### src/rtl/alu_operand_stage.sv
// ID/EX pipeline register feeding the ALU: captures decoded fields, resolves
// EX/MEM and MEM/WB forwarding, selects shamt/immediate, and detects load-use hazards.
module alu_operand_stage (
  input  logic        clk,
  input  logic        rst_n,
  input  logic        id_valid,
  input  logic [5:0]  id_ALUFun,
  input  logic        id_Sign,
  input  logic [4:0]  id_rs_addr,
  input  logic [4:0]  id_rt_addr,
  input  logic [4:0]  id_rd_addr,
  input  logic [31:0] id_rs_data,
  input  logic [31:0] id_rt_data,
  input  logic [15:0] id_imm16,
  input  logic [4:0]  id_shamt,
  input  logic        id_ALUSrc1,
  input  logic        id_ALUSrc2,
  input  logic        id_ExtOp,
  input  logic        id_LuiOp,
  input  logic        id_RegWrite,
  input  logic        id_MemRead,
  input  logic        id_MemWrite,
  input  logic        id_MemToReg,
  input  logic        exm_RegWrite,
  input  logic [4:0]  exm_rd,
  input  logic [31:0] exm_result,
  input  logic        mwb_RegWrite,
  input  logic [4:0]  mwb_rd,
  input  logic [31:0] mwb_data,
  input  logic        stall_in,
  input  logic        flush,
  output logic [31:0] A,
  output logic [31:0] B,
  output logic [5:0]  ALUFun,
  output logic        Sign,
  output logic        ex_valid,
  output logic [4:0]  ex_rd,
  output logic        ex_RegWrite,
  output logic        ex_MemRead,
  output logic        ex_MemWrite,
  output logic        ex_MemToReg,
  output logic [31:0] ex_store_data,
  output logic        hz_stall
);

  typedef struct packed {
    logic        valid;
    logic        reg_write;
    logic        mem_read;
    logic        mem_write;
    logic        mem_to_reg;
    logic [4:0]  rd;
    logic [5:0]  alu_fun;
    logic        sign;
    logic [4:0]  rs_addr;
    logic [4:0]  rt_addr;
    logic [31:0] rs_data;
    logic [31:0] rt_data;
    logic [15:0] imm16;
    logic [4:0]  shamt;
    logic        alu_src1;
    logic        alu_src2;
    logic        ext_op;
    logic        lui_op;
  } ex_reg_t;

  ex_reg_t     ex_q;
  ex_reg_t     id_fields;
  logic        bubble;
  logic [31:0] fwd_rs;
  logic [31:0] fwd_rt;
  logic [31:0] imm;

  // Control flags of an empty decode slot are zeroed on capture so EX never
  // sees a write/load from a non-instruction.
  always_comb begin
    id_fields            = '0;
    id_fields.valid      = id_valid;
    id_fields.reg_write  = id_valid & id_RegWrite;
    id_fields.mem_read   = id_valid & id_MemRead;
    id_fields.mem_write  = id_valid & id_MemWrite;
    id_fields.mem_to_reg = id_valid & id_MemToReg;
    id_fields.rd         = id_rd_addr;
    id_fields.alu_fun    = id_ALUFun;
    id_fields.sign       = id_Sign;
    id_fields.rs_addr    = id_rs_addr;
    id_fields.rt_addr    = id_rt_addr;
    id_fields.rs_data    = id_rs_data;
    id_fields.rt_data    = id_rt_data;
    id_fields.imm16      = id_imm16;
    id_fields.shamt      = id_shamt;
    id_fields.alu_src1   = id_ALUSrc1;
    id_fields.alu_src2   = id_ALUSrc2;
    id_fields.ext_op     = id_ExtOp;
    id_fields.lui_op     = id_LuiOp;
  end

  // Conservative: both source fields are compared even if the op ignores rt.
  assign hz_stall = id_valid & ex_q.valid & ex_q.mem_read & (ex_q.rd != 5'd0) &
                    ((ex_q.rd == id_rs_addr) | (ex_q.rd == id_rt_addr));

  // Flush beats hold; hold beats a hazard bubble.
  assign bubble = flush | (~stall_in & hz_stall);

  // NOTE: every EX register, data included, is reset so outputs are defined
  // out of reset; non-blocking assignments keep all fields updating together.
  always_ff @(posedge clk or negedge rst_n) begin
    if (!rst_n) begin
      ex_q <= '0;
    end else if (bubble) begin
      ex_q.valid      <= 1'b0;
      ex_q.reg_write  <= 1'b0;
      ex_q.mem_read   <= 1'b0;
      ex_q.mem_write  <= 1'b0;
      ex_q.mem_to_reg <= 1'b0;
    end else if (!stall_in) begin
      ex_q <= id_fields;
    end
  end

  // NOTE: each always_comb output gets a default first so no latch is inferred.
  always_comb begin
    fwd_rs = ex_q.rs_data;
    if (exm_RegWrite && exm_rd != 5'd0 && exm_rd == ex_q.rs_addr)
      fwd_rs = exm_result;
    else if (mwb_RegWrite && mwb_rd != 5'd0 && mwb_rd == ex_q.rs_addr)
      fwd_rs = mwb_data;

    fwd_rt = ex_q.rt_data;
    if (exm_RegWrite && exm_rd != 5'd0 && exm_rd == ex_q.rt_addr)
      fwd_rt = exm_result;
    else if (mwb_RegWrite && mwb_rd != 5'd0 && mwb_rd == ex_q.rt_addr)
      fwd_rt = mwb_data;

    if (ex_q.lui_op)
      imm = {ex_q.imm16, 16'h0};
    else if (ex_q.ext_op)
      imm = {{16{ex_q.imm16[15]}}, ex_q.imm16};
    else
      imm = {16'h0, ex_q.imm16};
  end

  assign A             = ex_q.alu_src1 ? {27'h0, ex_q.shamt} : fwd_rs;
  assign B             = ex_q.alu_src2 ? imm : fwd_rt;
  assign ex_store_data = fwd_rt;
  assign ALUFun        = ex_q.alu_fun;
  assign Sign          = ex_q.sign;
  assign ex_valid      = ex_q.valid;
  assign ex_rd         = ex_q.rd;
  assign ex_RegWrite   = ex_q.reg_write;
  assign ex_MemRead    = ex_q.mem_read;
  assign ex_MemWrite   = ex_q.mem_write;
  assign ex_MemToReg   = ex_q.mem_to_reg;

endmodule

### config.mk
export PLATFORM = sky130hd
export DESIGN_NAME = alu_operand_stage
export DESIGN_NICKNAME = d
export VERILOG_FILES = /design/src/rtl/alu_operand_stage.sv
export SDC_FILE = /design/constraint.sdc
export NUM_CORES = 1
export LEC_CHECK = 0
export CORE_AREA = 8 8 144 146
export CTS_BUF_LIST = sky130_fd_sc_hd__clkbuf_2
export DETAILED_ROUTE_END_ITERATION = 6
export DIE_AREA = 0 0 152 154
export GPL_TIMING_DRIVEN = 0
export PLACE_DENSITY_LB_ADDON = 0.1
export SLEW_MARGIN = 20
export SYNTH_ARGS = -nofsm -noshare
export SYNTH_HDL_FRONTEND = slang
export SYNTH_SLANG_ARGS = --single-unit
export TNS_END_PERCENT = 30
### constraint.sdc
create_clock -name clk -period 2.35 [get_ports clk]
set_input_delay 0.47 -clock clk [delete_from_list [all_inputs] [get_ports clk]]
set_output_delay 0.47 -clock clk [all_outputs]
set_load 0.01 [all_outputs]
==> flow_summary.toml, run 1 <==
[worst_setup_path]
endpoint_kind_of_the_worst_setup_timing_path = "output pin"
reg2reg_setup_slack_ns = -0.14
critPathTopFamily = "buffers and inverters"
critical_path.cell_chain = "xnor2_2 > nand3_1 > or4_4 > buf_6 > buf_6 > buf_12 > o211a_4 > o31ai_4 > buf_2"
timing.rr.start = "ex_rd[2]"
crit_arrival_ns = 2.81
most_numerous_cell_on_the_critical_path = "buf_6"
startpoint_type = "register"
r2r_end = "ex_q[77]"
crit_path_max_incr_delay_ns = 0.49
cp.required_ns = 1.88
critPathMaxFanout = 10
worstSetupPathType = "reg2out"
cp_num_buf_inv = 4
timing.reg2reg.worst_path_depth = 7
slowest_cell_on_the_critical_path = "dfrtp_2"

[routing]
detail_route.iter0.violations = 309
post-route-drc-count = 0
wl_per_cell_um = 23.8
vias = 7140
viasPerCell = 5.48
detail_route.wirelength_um = 31000
antenna_violating_nets_post_route = 0
drt_first_pass_iters = 7

[power_and_ir_drop]
sw_ratio_pct = 37.0
p_clk_share_pct = 19.3
seqPwrFrac_pct = 35.3
cellInternalPower_uw = 4500
power_frac_comb_pct = 45.4
power.static_leakage_uw = 0.00496
vdd.ir_drop.worst_uv = 338
switching_power_uw = 2640
p_per_area_nw_per_um2 = 574

[floorplanning]
core_area_um2 = 18500
full_die_area_um2 = 23400
core.rowCount = 50
start_util_pct = 38.9
io-pin-count = 310
die_y_um = 154
die_w_um = 152

[placement]
dp_hpwl_um = 22600
placed_cells = 1235
gp_congestion = 0.811
placement.io_buffers = 309

[grt]
grt.total_usage_pct = 25.3
grt_first_pass_wirelength_um = 45500
grt_remaining_overflow = 0
grt_start_max_net_pins = 69
antenna_found_initial = 3
grt_pass1_vias = 7667

[clock_tree]
clk-insertion-delay-late_ns = 0.71
clock_sinks = 116
maximum_clock_path_buffer_count = 2
h-tree-depth = 4
cts.clk_slew.worst_paths_ns = 0.21
cts_inserted_buffers = 17
clockRootBuffer = "clkbuf_2"
tritoncts = "built"

[timing]
worst_slew_slack_as_a_fraction_of_its_limit_pct = 37.3
timing.final.hold_violations = 0
period_share_pct = 140
setup_total_negative_slack_ns = -87.29
timing_max_transition_violations_final = 0
clock-skew-final_ns = 0.0503
max_slew.worst_pin.slew_ns = 0.940
setup_viol = 193
grt_setup_unrepaired = "yes"
fmax_ghz = 0.305
setup_ws_ns = -0.933
final_period_minus_worst_setup_slack_ns = 3.28

[yosys]
edff_count_synth = 0
ys_warn_count = 0
ys_types = 42
post-synth-top-area-cell = "dfrtp_1"
most_area_consuming_cells_after_synthesis = "dfrtp_1 (40%), mux2_2 (13%), mux2i_1 (4.6%)"
netlist.area_leader.share_pct = 40.4
netlist_area_um2 = 7190
syn-mean-instance-area_um2 = 10.4
synth_fp_nets = 887
postSynthRegisterBits = 116
postSynth.topFlopCell = "dfrtp_1"
synth_sequential_area_ratio_pct = 40.4
netlist_instances = 691
async_reset_ff_share_pct = 100

[final_layout]
synthToLayoutAreaGrowth_pct = 73.0
final.fill_count = 1485
post_layout_nonfiller_instances = 1302
nets = 1248
final_layout_size_suffix_gt1_share_pct = 46.8
final-seq-area_um2 = 2910
multi_input_comb_area_um2 = 5100

[flow_run]
timing.max_cap.violations = 0

[outcome]
violations = "negative setup slack"
run_status = "complete, but fails checks"

[hold_path]
worst_hold_path_type = "in2async"
==> what timing repair did <==
item	in CTS	in global routing
setup buffers	17	8
gates resized for setup	543	144
hold buffers	1	0
endpoints found under the hold margin	48	0
cloned	2	5
pin swaps	42	44
endpoints found under the setup margin	192	212
==> how the worst max path moves through the flow <==
stage | startpoint | slack [ns] | endpoint | depth (start not counted)
after floorplan | exm_rd[2] | -0.07 | B[31] | 7
after global placement | rst_n | -4.14 | ALUFun[1] | 1
after detailed placement | mwb_rd[3] | -1.76 | B[20] | 8
after CTS | ex_q[92] | -0.96 | B[8] | 9
after global routing | ex_q[91] | -1.11 | B[13] | 9
final | ex_q[89] | -0.93 | B[14] | 9
==> layer usage <==
metal / share of wire, % / wire length, um / track usage [%] / vias up
li1: - / - / - / 3237
met1: 42 / 12900 / 30.4 / 3556
met2: 49 / 15100 / 41.9 / 287
met3: 6.1 / 1890 / 7.51 / 58
met4: 3.3 / 1010 / 9.90 / 2
met5: 0.042 / 13 / 0 / -
==> cell usage after synthesis (all sizes together), types with 16 or more instances <==
| cell type | instances |
|---|---|
| xor2 | 16 |
| clkbuf | 19 |
| mux2i | 33 |
| buf | 44 |
| o31ai | 37 |
| a211oi | 28 |
| a31oi | 28 |
| o211a | 17 |
| nand2 | 53 |
| dfrtp | 116 |
| mux2 | 111 |
| nor2 | 80 |
| inv | 20 |
==> layout by cell type (no fill, tap or decap), types with 14 or more instances in the layout <==
cell / n
clkdlybuf4s50_1: 202
dfrtp_1: 110
mux2_2: 82
buf_2: 78
nand2_1: 48
buf_4: 42
nor2_1: 42
buf_6: 35
mux2_1: 29
nor2_2: 27
clkbuf_2: 27
a211oi_2: 25
inv_1: 20
xor2_1: 16
o31ai_4: 16
mux2i_1: 16
o211a_4: 15
and2_1: 14
==> flip-flops by register name, summed over array words and instances (netlist names) <==
name         cells
ALUFun           6
Sign             1
ex_MemRead       1
ex_MemToReg      1
ex_MemWrite      1
ex_RegWrite      1
ex_q            99
ex_rd            5
ex_valid         1
==> power by group through the flow <==
stage / clock network, uW / registers (uW) / logic, uW
floorplan: 0 / 2450 / 1460
global placement: 0 / 2520 / 2920
detailed placement: 0 / 2520 / 2940
CTS: 1420 / 2490 / 2990
global route: 1500 / 2560 / 3430
finish: 1380 / 2520 / 3240
==> through the flow <==
step	instance area (um2)	util, %	setup slack [ns]	power (uW)	hold WS (ns)
detailed placement	10900	59.1	-1.76	5470	0.460
finish	12400	67.3	-0.933	7140	0.249
global route	12400	67.3	-1.11	7490	0.189
CTS	11700	63.3	-0.955	6900	0.202
global placement	10900	59.0	-4.14	5440	0.464
floorplan	7500	-	-0.0677	3910	0.174
==> cell families (layout without fill, tap and decap cells) <==
| family | after synthesis | after routing | synth area share (%) |
|---|---|---|---|
| AND/OR/NAND/NOR | 178 | 178 | 11.2 |
| multiplexers | 144 | 144 | 22.0 |
| other | 0 | 3 | 0 |
| flip-flops | 116 | 116 | 40.4 |
| AO/OA/AOI/OAI | 140 | 140 | 15.9 |
| buffers and inverters | 83 | 457 | 6.86 |
| XOR/XNOR | 30 | 30 | 3.66 |
==> area by class of cell <==
class / count / area share, %
plain buffers: 62 / 5.14
multi-input cells: 492 / 41.1
diodes: 3 / 0.0604
well taps: 234 / 2.36
inverters: 20 / 0.604
flip-flops and latches: 116 / 23.4
clock buffers: 18 / 0.725
repair buffers: 343 / 25.4
clock inverters: 14 / 1.23
Power figures use the tool's default switching activity.
==> run 2: changes to the inputs <==
--- a/config.mk
+++ b/config.mk
@@ -5,10 +5,10 @@
 export SDC_FILE = /design/constraint.sdc
 export NUM_CORES = 1
 export LEC_CHECK = 0
-export CORE_AREA = 8 8 144 146
+export CORE_AREA = 8 8 153 155
 export CTS_BUF_LIST = sky130_fd_sc_hd__clkbuf_2
 export DETAILED_ROUTE_END_ITERATION = 6
-export DIE_AREA = 0 0 152 154
+export DIE_AREA = 0 0 161 163
 export GPL_TIMING_DRIVEN = 0
 export PLACE_DENSITY_LB_ADDON = 0.1
 export SLEW_MARGIN = 20
==> run 2 against run 1 <==
  * The run still ends with negative setup slack left
  * Critical path depth shrank 1
  * Clock power shrank 4%
  * Global-route usage shrank 1.7 points
  * Count of clock-buffer cells in the layout is 1 lower
==> flow_summary.toml, run 2 (synthesis results as in run 1) <==
[routing]
detail_route.iter0.violations = 364
drt_first_pass_iters = 5
vias = 7074
wl_per_cell_um = 24.1
viasPerCell = 5.25
post-route-drc-count = 0
detail_route.wirelength_um = 32500
antenna_violating_nets_post_route = 0

[timing]
timing.final.hold_violations = 0
max_slew.worst_pin.slew_ns = 0.935
fmax_ghz = 0.299
clock-skew-final_ns = 0.0400
setup_total_negative_slack_ns = -89.98
timing_max_transition_violations_final = 0
setup_viol = 187
setup_ws_ns = -1.00
final_period_minus_worst_setup_slack_ns = 3.35
whs_ns = 0.202
worst_slew_slack_as_a_fraction_of_its_limit_pct = 37.7
grt_setup_unrepaired = "yes"
period_share_pct = 143

[floorplanning]
full_die_area_um2 = 26200
start_util_pct = 34.5
die_w_um = 161
core_area_um2 = 20800
core.rowCount = 53
io-pin-count = 310
die_y_um = 163

[worst_setup_path]
critPathMaxFanout = 6
crit_arrival_ns = 2.88
critical_path.cell_chain = "buf_6 > xor2_1 > or4_4 > buf_12 > and2b_4 > buf_8 > a31oi_1 > buf_2"
startpoint_type = "register"
worstSetupPathType = "reg2out"
endpoint_kind_of_the_worst_setup_timing_path = "output pin"
crit_path_max_incr_delay_ns = 0.57
cp_num_buf_inv = 4
slowest_cell_on_the_critical_path = "or4_4"
critPathTopFamily = "simple AND/OR/NAND/NOR gates"
cp.required_ns = 1.88

[flow_run]
timing.max_cap.violations = 0

[final_layout]
top_register_by_number_of_flip_flops = "ex_q"
final_layout_size_suffix_gt1_share_pct = 47.8
layout_common_cells = "clkdlybuf4s50_1 (202), dfrtp_1 (110), buf_2 (69), mux2_2 (60), nand2_1 (46)"
synthToLayoutAreaGrowth_pct = 78.1
final_common_cell = "clkdlybuf4s50_1"
post_layout_nonfiller_instances = 1348
largest_reg_flops = 99
nets = 1254
design_area_um2 = 12800

[outcome]
run_status = "complete, but fails checks"
violations = "negative setup slack"

[placement]
placed_cells = 1276
placement.io_buffers = 309
dp_hpwl_um = 23500
placed_area_um2 = 11000
dpl_worst_slack_ns = -1.67
gp_congestion = 0.813

[hold_path]
worst_hold_path_type = "in2async"

[grt]
grt_start_max_net_pins = 64
gr-usage-met2_pct = 40.3
grt.total_usage_pct = 23.5
use_met1_pct = 28.4
grt.met3_usage_pct = 5.59
grt_first_pass_wirelength_um = 47000
gr-max-usage-layer = "met2"
antenna_found_initial = 3
grt_remaining_overflow = 0
grt_pass1_vias = 7658

[clock_tree]
tritoncts = "built"
maximum_clock_path_buffer_count = 2
clock_sinks = 116
cts.clk_slew.worst_paths_ns = 0.23
h-tree-depth = 4
clockRootBuffer = "clkbuf_2"
cts_inserted_buffers = 17
clk-insertion-delay-late_ns = 0.74

[power_and_ir_drop]
p_per_area_nw_per_um2 = 565
vdd.ir_drop.worst_uv = 246
power.static_leakage_uw = 0.00515
run 2: final timing paths:
kind                              from           to  slack, ns  cells after the start
min                              rst_n     ex_q[60]       0.20                      2
min in group clk           id_MemWrite  ex_MemWrite       0.27                      3
min reg2reg                  ALUFun[1]    ALUFun[1]       0.52                      1
max reg2reg                   ex_rd[2]     ex_q[85]      -0.11                      7
max                           ex_q[90]        B[29]       -1.0                      8
max in group asynchronous        rst_n     ex_q[85]       1.44                      3
run 2: timing repair:
action,CTS,global route
cloned,4,5
endpoints found under the setup margin,211,189
pin swaps,56,35
hold buffers,1,0
buffers inserted,16,14
resized for setup,571,184
hold endpoints to repair,54,0
run 2: stage by stage:
| stage | power [uW] | utilization (%) |
|---|---|---|
| 2_1_floorplan | 3910 | - |
| 3_3_place_gp | 5450 | 52.5 |
| 3_5_place_dp | 5480 | 52.7 |
| 4_1_cts | 6890 | 56.9 |
| 5_1_grt | 7620 | 61.5 |
| 6_report | 7240 | 61.5 |
run 2: worst register-to-register path, stage by stage, from the launching register on:
cell and delay, ns:
dfrtp_2 0.51, or4_4 0.55, o2111ai_4 0.26, buf_6 0.13
o21ba_4 0.18, buf_12 0.19, buf_6 0.18, mux2_2 0.34
run 2: final cells by class:
cell class / instances / area [um2]
clock inverter: 15 / 133
inverter: 20 / 75.1
sequential: 116 / 2910
multi-input combinational: 492 / 5280
timing repair buffer: 350 / 3260
clock buffer: 17 / 85.1
tap: 275 / 344
buffer: 61 / 713
antenna: 2 / 5.00
fill: 1774 / 8020
run 2: power breakdown:
part / total [uW] / leakage (uW) / internal, uW / switching (uW)
Sequential: 2510 / 0.00136 / 2280 / 229
Combinational: 3400 / 0.00367 / 1830 / 1570
Clock: 1330 / 0.000115 / 382 / 946
run 2: layer usage:
metal / vias up / part of all wire [%]
met4: 2 / 2.9
met2: 272 / 50
li1: 3240 / -
met5: - / 0.034
met1: 3504 / 42
met3: 56 / 5.7
==> run 3: changes to the inputs <==
--- a/config.mk
+++ b/config.mk
@@ -5,12 +5,12 @@
 export SDC_FILE = /design/constraint.sdc
 export NUM_CORES = 1
 export LEC_CHECK = 0
-export CORE_AREA = 8 8 153 155
+export CORE_AREA = 8 8 140 168
 export CTS_BUF_LIST = sky130_fd_sc_hd__clkbuf_2
 export DETAILED_ROUTE_END_ITERATION = 6
-export DIE_AREA = 0 0 161 163
+export DIE_AREA = 0 0 148 176
 export GPL_TIMING_DRIVEN = 0
-export PLACE_DENSITY_LB_ADDON = 0.1
+export PLACE_DENSITY = 0.69
 export SLEW_MARGIN = 20
 export SYNTH_ARGS = -nofsm -noshare
 export SYNTH_HDL_FRONTEND = slang
==> run 3 against run 2 <==
  * The flow still finishes with violations (negative setup slack)
  * Sequential cell count did not move
  * First-iteration DRC count fell by 22%
  * Maximum frequency fell by 0.13%
  * Cell count fell by 0.22%
  * Combinational power barely moved
  * Critical endpoint is now B[30]
  * Highest routed layer unchanged
==> flow_summary.toml, run 3 (synthesis results as in run 1) <==
[routing]
drt_first_pass_iters = 5
met2RoutedLength_um = 17400
met1Wirelength_um = 12700
detail_route.iter0.violations = 285
vias = 7207
post-route-drc-count = 0
viasPerCell = 5.36
wl_met3_um = 2440
wl_per_cell_um = 25.1
highest_routed_layer = "met5"
antenna_violating_nets_post_route = 0
detail_route.wirelength_um = 33700

[worst_setup_path]
cp_num_buf_inv = 3
crit_path_max_incr_delay_ns = 0.59
critPathTopFamily = "simple AND/OR/NAND/NOR gates"
endpoint_kind_of_the_worst_setup_timing_path = "output pin"
cp.required_ns = 1.88
slowest_cell_on_the_critical_path = "or4_4"
critPathMaxFanout = 5
startpoint_type = "register"
reg2reg_setup_slack_ns = 0.02
critical_path.cell_chain = "buf_6 > xor2_4 > or4_4 > and2b_4 > buf_4 > a211oi_2 > buf_2"
worstSetupPathType = "reg2out"
crit_arrival_ns = 2.88

[floorplanning]
die_y_um = 176
die_w_um = 148
full_die_area_um2 = 26000
core.rowCount = 58
start_util_pct = 34.6
core_area_um2 = 20800
io-pin-count = 310

[final_layout]
final_layout_size_suffix_gt1_share_pct = 47.5
top_register_by_number_of_flip_flops = "ex_q"
layout_common_cells = "clkdlybuf4s50_1 (200), dfrtp_1 (108), mux2_2 (82), buf_2 (72)"
nets = 1254
largest_reg_flops = 99
final_common_cell = "clkdlybuf4s50_1"
synthToLayoutAreaGrowth_pct = 77.3
layout.core_utilization_pct = 61.4
design_area_um2 = 12700
post_layout_nonfiller_instances = 1345

[placement]
gp_congestion = 0.945
placement.io_buffers = 309
placed_area_um2 = 11000
placed_cells = 1271
dp_hpwl_um = 25000

[timing]
period_share_pct = 143
fmax_ghz = 0.298
final_period_minus_worst_setup_slack_ns = 3.35
worst_slew_slack_as_a_fraction_of_its_limit_pct = 42.1
max_slew.worst_pin.slew_ns = 0.869
setup_ws_ns = -1.00
timing.final.hold_violations = 0
clock-skew-final_ns = 0.0469
setup_viol = 97
timing_max_transition_violations_final = 0
grt_setup_unrepaired = "yes"

[clock_tree]
cts.clk_slew.worst_paths_ns = 0.22
tritoncts = "built"
clk-insertion-delay-late_ns = 0.74
h-tree-depth = 4
cts_inserted_buffers = 17
maximum_clock_path_buffer_count = 2
clock_sinks = 116
clockRootBuffer = "clkbuf_2"

[power_and_ir_drop]
sw_ratio_pct = 38.3
p_clk_share_pct = 17.8
power.static_leakage_uw = 0.00507
p_per_area_nw_per_um2 = 569
switching_power_uw = 2770
seqPwrFrac_pct = 34.9
vdd.ir_drop.worst_uv = 298
power_frac_comb_pct = 47.2
cellInternalPower_uw = 4470

[flow_run]
timing.max_cap.violations = 0

[grt]
antenna_found_initial = 4
grt_remaining_overflow = 0
grt_pass1_vias = 7815
grt.total_usage_pct = 24.2
grt_start_max_net_pins = 65
grt_first_pass_wirelength_um = 47900

[outcome]
violations = "negative setup slack"
run_status = "complete, but fails checks"

[hold_path]
worst_hold_path_type = "in2async"
run 3: power groups by stage:
stage	Combinational [uW]	Sequential (uW)	Clock [uW]
after floorplan	1460	2450	0
final	3420	2530	1290
after global placement	2960	2530	0
after detailed placement	2990	2540	0
after CTS	3050	2500	1340
after global routing	3620	2570	1430
run 3: path summary, 6_finish.rpt:
check,end,depth (start not counted),start
max reg2reg,ex_q[55],6,ex_rd[1]
max,B[30],7,ex_q[90]
min reg2reg,ex_MemToReg,2,ex_MemToReg
min in group clk,ex_RegWrite,3,id_RegWrite
min,ex_q[68],2,rst_n
max in group asynchronous,ex_rd[4],3,rst_n
run 3: layout make-up:
class / instances / area, um2
multi-input cells: 493 / 5200
flip-flops and latches: 116 / 2910
inverters: 20 / 75.1
repair buffers: 349 / 3270
clock inverters: 15 / 130
fillers: 1773 / 8020
well taps: 270 / 338
clock buffers: 17 / 85.1
plain buffers: 61 / 722
diodes: 4 / 10.0
run 3: layer usage:
layer | up-vias | GRT usage [%]
li1 | 3246 | -
met1 | 3573 | 27.6
met2 | 314 | 42.9
met3 | 70 | 6.89
met4 | 4 | 7.66
met5 | - | 0
run 3: timing repair:
item | in CTS | in global routing
buffers inserted | 10 | 20
gates resized for setup | 500 | 253
gates cloned | 0 | 9
endpoints found under the setup margin | 201 | 213
hold buffers | 1 | 0
hold endpoints to repair | 52 | 0
pin swaps | 18 | 62
run 3: per-stage QoR:
stage | total power, uW | TNS, ns | hold WS (ns) | setup slack [ns]
5_1_grt | 7610 | -99.12 | 0.182 | -1.15
4_1_cts | 6900 | -100.85 | 0.195 | -1.12
3_3_place_gp | 5490 | -637.75 | 0.464 | -4.15
3_5_place_dp | 5530 | -157.09 | 0.429 | -1.67
2_1_floorplan | 3910 | -1.85 | 0.174 | -0.0677
6_report | 7240 | -83.94 | 0.219 | -1.00
